**src/rtl/rm_pkg.sv**
```systemverilog
// Shared types and widths for the runtime-monitor alert collector.
// The alert record layout is fixed by the default lane/rule/FIFO geometry below.
package rm_pkg;

    localparam int unsigned RM_NUM_LANES  = 5;
    localparam int unsigned RM_NUM_RULES  = 5;
    localparam int unsigned RM_FIFO_DEPTH = 4;
    localparam int unsigned LANE_W        = $clog2(RM_NUM_LANES);
    localparam int unsigned PTR_W         = $clog2(RM_FIFO_DEPTH);

    typedef struct packed {
        logic [LANE_W-1:0]       lane_idx;
        logic [RM_NUM_RULES-1:0] rule_vec;
    } rm_alert_t;

endpackage

```
**src/rtl/rm_rr_arbiter.sv**
```systemverilog
// Combinational rotating-priority arbiter: search starts one past ptr_i and wraps.
// Produces a onehot grant, the granted index and a grant-valid flag.
module rm_rr_arbiter #(
    parameter int unsigned NUM_REQ = 5,
    parameter int unsigned IDX_W   = $clog2(NUM_REQ)
) (
    input  logic [NUM_REQ-1:0] req_i,
    input  logic [IDX_W-1:0]   ptr_i,
    output logic [NUM_REQ-1:0] grant_o,
    output logic [IDX_W-1:0]   idx_o,
    output logic               valid_o
);

    logic [IDX_W-1:0] cand_s;

    // First requester found walking forward from ptr_i+1 wins.
    always_comb begin
        grant_o = '0;
        idx_o   = '0;
        valid_o = 1'b0;
        cand_s  = '0;
        for (int unsigned i = 1; i <= NUM_REQ; i++) begin
            cand_s = IDX_W'((32'(ptr_i) + i) % NUM_REQ);
            if (!valid_o && req_i[cand_s]) begin
                valid_o         = 1'b1;
                grant_o[cand_s] = 1'b1;
                idx_o           = cand_s;
            end else begin
                valid_o = valid_o;
            end
        end
    end

endmodule

```
**src/rtl/rm_alert_collector.sv**
```systemverilog
// Collects per-lane rule violations, picks one lane per cycle round-robin, queues
// {lane, rules} records in a small FIFO and pulses the captured lane's reset.
module rm_alert_collector
    import rm_pkg::*;
#(
    parameter int unsigned NUM_LANES  = RM_NUM_LANES,
    parameter int unsigned NUM_RULES  = RM_NUM_RULES,
    parameter int unsigned FIFO_DEPTH = RM_FIFO_DEPTH,
    parameter int unsigned CNT_W      = 16
) (
    input  logic                           clk_i,
    input  logic                           rst_i,
    input  logic [NUM_LANES*NUM_RULES-1:0] monitor_i,
    output logic [NUM_LANES-1:0]           lane_reset_o,
    output logic                           alert_valid_o,
    input  logic                           alert_ready_i,
    output logic [LANE_W-1:0]              alert_lane_o,
    output logic [NUM_RULES-1:0]           alert_rules_o,
    output logic                           backpressure_o,
    output logic [CNT_W-1:0]               alert_total_o
);

    localparam int unsigned CNT_FW = PTR_W + 1;

    logic [NUM_RULES-1:0] pend_q [NUM_LANES];
    logic [NUM_RULES-1:0] pend_d [NUM_LANES];
    logic [NUM_LANES-1:0] req_s;
    logic [NUM_LANES-1:0] grant_oh_s;
    logic [LANE_W-1:0]    grant_idx_s;
    logic                 grant_vld_s;
    logic [LANE_W-1:0]    rr_ptr_q, rr_ptr_d;
    logic [NUM_LANES-1:0] lane_reset_q, lane_reset_d;
    rm_alert_t            fifo_q [FIFO_DEPTH];
    logic [PTR_W-1:0]     wr_ptr_q, rd_ptr_q;
    logic [CNT_FW-1:0]    count_q, count_d;
    logic [CNT_W-1:0]     total_q, total_d;
    logic                 bp_q, bp_d;
    logic                 full_s, push_s, pop_s, any_pend_s;

    // Requests are lanes with pending bits; a full FIFO (registered count) masks them all.
    always_comb begin
        full_s     = (count_q == CNT_FW'(FIFO_DEPTH));
        any_pend_s = 1'b0;
        req_s      = '0;
        for (int unsigned l = 0; l < NUM_LANES; l++) begin
            req_s[l]   = (|pend_q[l]) & ~full_s;
            any_pend_s = any_pend_s | (|pend_q[l]);
        end
    end

    rm_rr_arbiter #(
        .NUM_REQ (NUM_LANES),
        .IDX_W   (LANE_W)
    ) u_arb (
        .req_i   (req_s),
        .ptr_i   (rr_ptr_q),
        .grant_o (grant_oh_s),
        .idx_o   (grant_idx_s),
        .valid_o (grant_vld_s)
    );

    assign push_s        = grant_vld_s;
    assign alert_valid_o = (count_q != '0);
    assign pop_s         = alert_valid_o & alert_ready_i;

    // Next-state: accumulate, clear granted lane, pulse, pointers, counters.
    always_comb begin
        for (int unsigned l = 0; l < NUM_LANES; l++) begin
            pend_d[l] = pend_q[l];
            if (grant_vld_s && grant_oh_s[l]) begin
                pend_d[l] = '0;
            end else if (lane_reset_q[l]) begin
                pend_d[l] = pend_q[l];
            end else begin
                pend_d[l] = pend_q[l] | monitor_i[l*NUM_RULES +: NUM_RULES];
            end
        end
        lane_reset_d = grant_vld_s ? grant_oh_s : '0;
        rr_ptr_d     = grant_vld_s ? grant_idx_s : rr_ptr_q;
        count_d      = count_q + CNT_FW'(push_s) - CNT_FW'(pop_s);
        if (push_s && (total_q != '1)) begin
            total_d = total_q + CNT_W'(1);
        end else begin
            total_d = total_q;
        end
        bp_d = full_s & any_pend_s;
    end

    // Control and bookkeeping registers.
    always_ff @(posedge clk_i or posedge rst_i) begin
        if (rst_i) begin
            for (int unsigned l = 0; l < NUM_LANES; l++) begin
                pend_q[l] <= '0;
            end
            rr_ptr_q     <= LANE_W'(NUM_LANES - 1);
            lane_reset_q <= '0;
            count_q      <= '0;
            total_q      <= '0;
            bp_q         <= 1'b0;
            wr_ptr_q     <= '0;
            rd_ptr_q     <= '0;
        end else begin
            for (int unsigned l = 0; l < NUM_LANES; l++) begin
                pend_q[l] <= pend_d[l];
            end
            rr_ptr_q     <= rr_ptr_d;
            lane_reset_q <= lane_reset_d;
            count_q      <= count_d;
            total_q      <= total_d;
            bp_q         <= bp_d;
            wr_ptr_q     <= push_s ? wr_ptr_q + PTR_W'(1) : wr_ptr_q;
            rd_ptr_q     <= pop_s ? rd_ptr_q + PTR_W'(1) : rd_ptr_q;
        end
    end

    // Record storage; the pushed rule vector is the pre-clear pending value.
    always_ff @(posedge clk_i or posedge rst_i) begin
        if (rst_i) begin
            for (int unsigned e = 0; e < FIFO_DEPTH; e++) begin
                fifo_q[e] <= '0;
            end
        end else if (push_s) begin
            fifo_q[wr_ptr_q] <= '{lane_idx: grant_idx_s, rule_vec: pend_q[grant_idx_s]};
        end else begin
            fifo_q[wr_ptr_q] <= fifo_q[wr_ptr_q];
        end
    end

    // Head fields are forced to zero when the FIFO is empty.
    always_comb begin
        if (alert_valid_o) begin
            alert_lane_o  = fifo_q[rd_ptr_q].lane_idx;
            alert_rules_o = fifo_q[rd_ptr_q].rule_vec;
        end else begin
            alert_lane_o  = '0;
            alert_rules_o = '0;
        end
    end

    assign lane_reset_o   = lane_reset_q;
    assign backpressure_o = bp_q;
    assign alert_total_o  = total_q;

endmodule

```
**config.mk**
```make
export PLATFORM = sky130hd
export DESIGN_NAME = rm_alert_collector
export DESIGN_NICKNAME = d
export VERILOG_FILES = /design/src/rtl/rm_pkg.sv /design/src/rtl/rm_rr_arbiter.sv /design/src/rtl/rm_alert_collector.sv
export SDC_FILE = /design/constraint.sdc
export NUM_CORES = 1
export LEC_CHECK = 0
export BUFFER_PORTS_ARGS = -buffer_cell sky130_fd_sc_hd__buf_4
export CORE_MARGIN = 10
export CORE_UTILIZATION = 40
export CTS_BUF_LIST = sky130_fd_sc_hd__clkbuf_4 sky130_fd_sc_hd__clkbuf_8
export CTS_CLUSTER_SIZE = 30
export DETAILED_ROUTE_END_ITERATION = 10
export SLEW_MARGIN = 5
export SYNTH_ARGS = -nofsm -noshare
export SYNTH_HDL_FRONTEND = slang
export SYNTH_HIERARCHICAL = 1
export SYNTH_SLANG_ARGS = --single-unit
```
**constraint.sdc**
```tcl
create_clock -name clk_i -period 6.9 [get_ports clk_i]
set_input_delay 0.69 -clock clk_i [delete_from_list [all_inputs] [get_ports clk_i]]
set_output_delay 0.69 -clock clk_i [all_outputs]
set_load 0.005 [all_outputs]
```
==> flow_metrics.tcl <==
set metrics [dict create \
    status "completed" \
    synth_cell_types 90 \
    grt_max_degree 65 \
    overflow 0 \
    grt_pass1_vias 5217 \
    grt_pass1_wl_um 26900 \
    syn_avg_cell_area_um2 9.59 \
    r2r-start "rr_ptr_q[1]" \
    antenna_found_initial 0 \
    drv_slew 0 \
    fin_util_pct 46.1 \
    final.setup_skew_ns 0.0233 \
    start_kind "flip-flop" \
    areaGrowthSynthToFinish_pct 13.1 \
    die-area_um2 21600 \
    critPathKind "reg2reg" \
    slew_headroom_pct 46.6 \
    ys_async_sr_fraction_pct 100 \
    yosysTopAreaCell "dfrtp_1" \
    worst_slew_pin_slew_ns 0.798 \
    ys.flop_type "dfrtp_1" \
    critPathArrivalTime_ns 6.51 \
    vias 5301 \
    tns_ns 0 \
    clk_path_buf_depth 2 \
    synth_common_cells "nor2_1, dfrtp_1, a21oi_1, ha_1, inv_1" \
    setup_viol 0 \
    required_ns 7.11 \
    initial_core_util_pct 40.8 \
    rows 46 \
    pin_count 59 \
    cts_tree "built" \
    die_y_um 147 \
    drt_wl_total_um 16600 \
    routabilityCongestion 0.944 \
    diodes 0 \
    hold_viol 0 \
    rsz0062_at_grt "no" \
    min_path_type "in2async" \
    core_um2 15800 \
    critPathMaxFanout 15 \
    cts_made_buffers 9 \
    routedWlPerCell_um 17.7 \
    portBuffers 58 \
    yosysTopAreaCellShare_pct 34.1 \
    drive_above_1_share_pct 20.9 \
    rr_worst_depth 22 \
    nNetsFinal 781 \
    via_per_inst 5.65 \
    period_share_pct 91.3 \
    clock.fmax_ghz 0.159 \
    synth_edf_count 0 \
    clk-insertion-delay-late_ns 0.38 \
    clock_sinks 89 \
    die_w_um 147 \
    hold-worst-slack_ns 0.306 \
    worstSetupEndpointType "flip-flop" \
    synth_area_um2 6450 \
    seq_area_frac_synth_pct 34.5 \
    syn_nets 737 \
    critPathLaunch "rr_ptr_q[1]" \
    dp_hpwl_um 12500 \
    drc 0 \
    r2r-end "fifo_q[10]" \
    setup.worst_path.end "fifo_q[10]" \
    grt_usage_pct 15.1 \
    drv_cap 0 \
    synthTopCellsByArea "dfrtp_1, ha_1, mux4_2" \
    ys_ff_latch 89 \
    root_buffer "clkbuf_8" \
    yosysMostFrequentCell "nor2_1" \
    ant_nets 0 \
    synth_cells 673 \
    clkTransAtPathRegs_ns 0.08 \
    r2r_slack_ns 0.60 \
    dr.pass1.iters 5 \
    h-tree-depth 3 \
    yosysWarnings 6 \
    drt_iter0_drc 449 \
    fin_crit_ns 6.30 \
]
[logic make-up after synthesis]
family	synth area share, %
buffers and inverters	4.81
muxes	12.1
adders and majority gates	7.25
DFF	34.5
and+or+nand+nor	20.5
xor gates and xnor gates	3.63
AOI/OAI and AO/OA	17.2
[registers in the layout, indices dropped and copies added, names as in the netlist]
signal	flops
rr_ptr_q	3
alert_total_o	16
backpressure_o	1
rd_ptr_q	2
pend_q	25
count_q	3
fifo_q	32
lane_reset_o	5
wr_ptr_q	2
[layout by cell type (no fill, tap or decap), drive strengths merged, types with 4 or more instances in the layout]
cell type / n
o22ai: 5
inv: 32
nor3: 19
a32o: 5
xnor2: 18
or4: 6
and3: 6
o31ai: 7
mux2i: 27
or3: 4
mux2: 11
nand2: 33
buf: 69
nand4b: 4
o211ai: 6
a31oi: 25
and2: 16
nor3b: 8
nand3: 15
xor2: 7
a21oi: 54
mux4: 16
o21ai: 14
nor2: 90
dfrtp: 88
nand4: 9
nand2b: 16
ha: 35
and4: 4
clkinv: 5
clkbuf: 10
a211oi: 4
[stage by stage]
step                area (um^2)  std cells  worst slack [ns]
global route               7300        938            0.0231
global placement           7040        918             0.829
finish                     7300        938             0.602
CTS                        7260        934             0.472
detailed placement         7040        918             0.522
floorplan                  6450        673              1.03
[how the worst min path moves through the flow]
stage                    start               to  slack [ns]  cells after the start
finish                   rst_i  lane_reset_o[3]        0.31                      2
global route             rst_i  lane_reset_o[0]        0.32                      2
CTS                      rst_i       pend_q[23]        0.30                      2
detailed placement  count_q[2]       count_q[2]        0.49                      1
global placement    count_q[2]       count_q[2]        0.47                      1
floorplan           count_q[2]       count_q[2]        0.45                      1
[cell type report]
| cell class | count | area (um^2) |
|---|---|---|
| Clock inverter | 6 | 90.1 |
| Clock buffer | 10 | 131 |
| Sequential cell | 89 | 2230 |
| Timing Repair Buffer | 69 | 518 |
| Tap cell | 216 | 270 |
| Inverter | 34 | 134 |
| Fill cell | 1515 | 8530 |
| Multi-Input combinational cell | 514 | 3930 |
[routing by layer]
metal / track usage [%] / wire, um / vias to the layer above / part of all wire, %
met1: 20.1 / 7790 / 2604 / 47
met4: 4.16 / 227 / 0 / 1.4
met5: 0 / 0 / - / 0
met2: 24.3 / 7720 / 146 / 47
li1: - / - / 2534 / -
met3: 3.41 / 843 / 17 / 5.1
[critical path, cell delays in order (launching register included)]
cell and delay, ns:
dfrtp_1 0.64, inv_1 0.26, ha_1 0.52, inv_1 0.21
ha_1 0.24, nor2_1 0.24, a21oi_1 0.13, xnor2_1 0.27
ha_1 0.30, nand2b_1 0.11, o211ai_1 0.14, o211ai_2 0.22
xnor2_1 0.44, mux2i_1 0.24, a32o_2 0.23, nor3b_4 0.36
a211oi_1 0.12, o22ai_2 0.20, buf_4 0.28, mux2i_1 0.29
nor3_1 0.08, o31ai_1 0.48, a31oi_1 0.16
[repair_timing]
item	4_1_cts	5_1_grt
setup endpoints to repair	0	12
hold buffers	0	0
resized for setup	0	1
buffers inserted	0	4
Power is not shown: default switching activity piles up to over one toggle a cycle in this logic, so the estimate is an artifact.
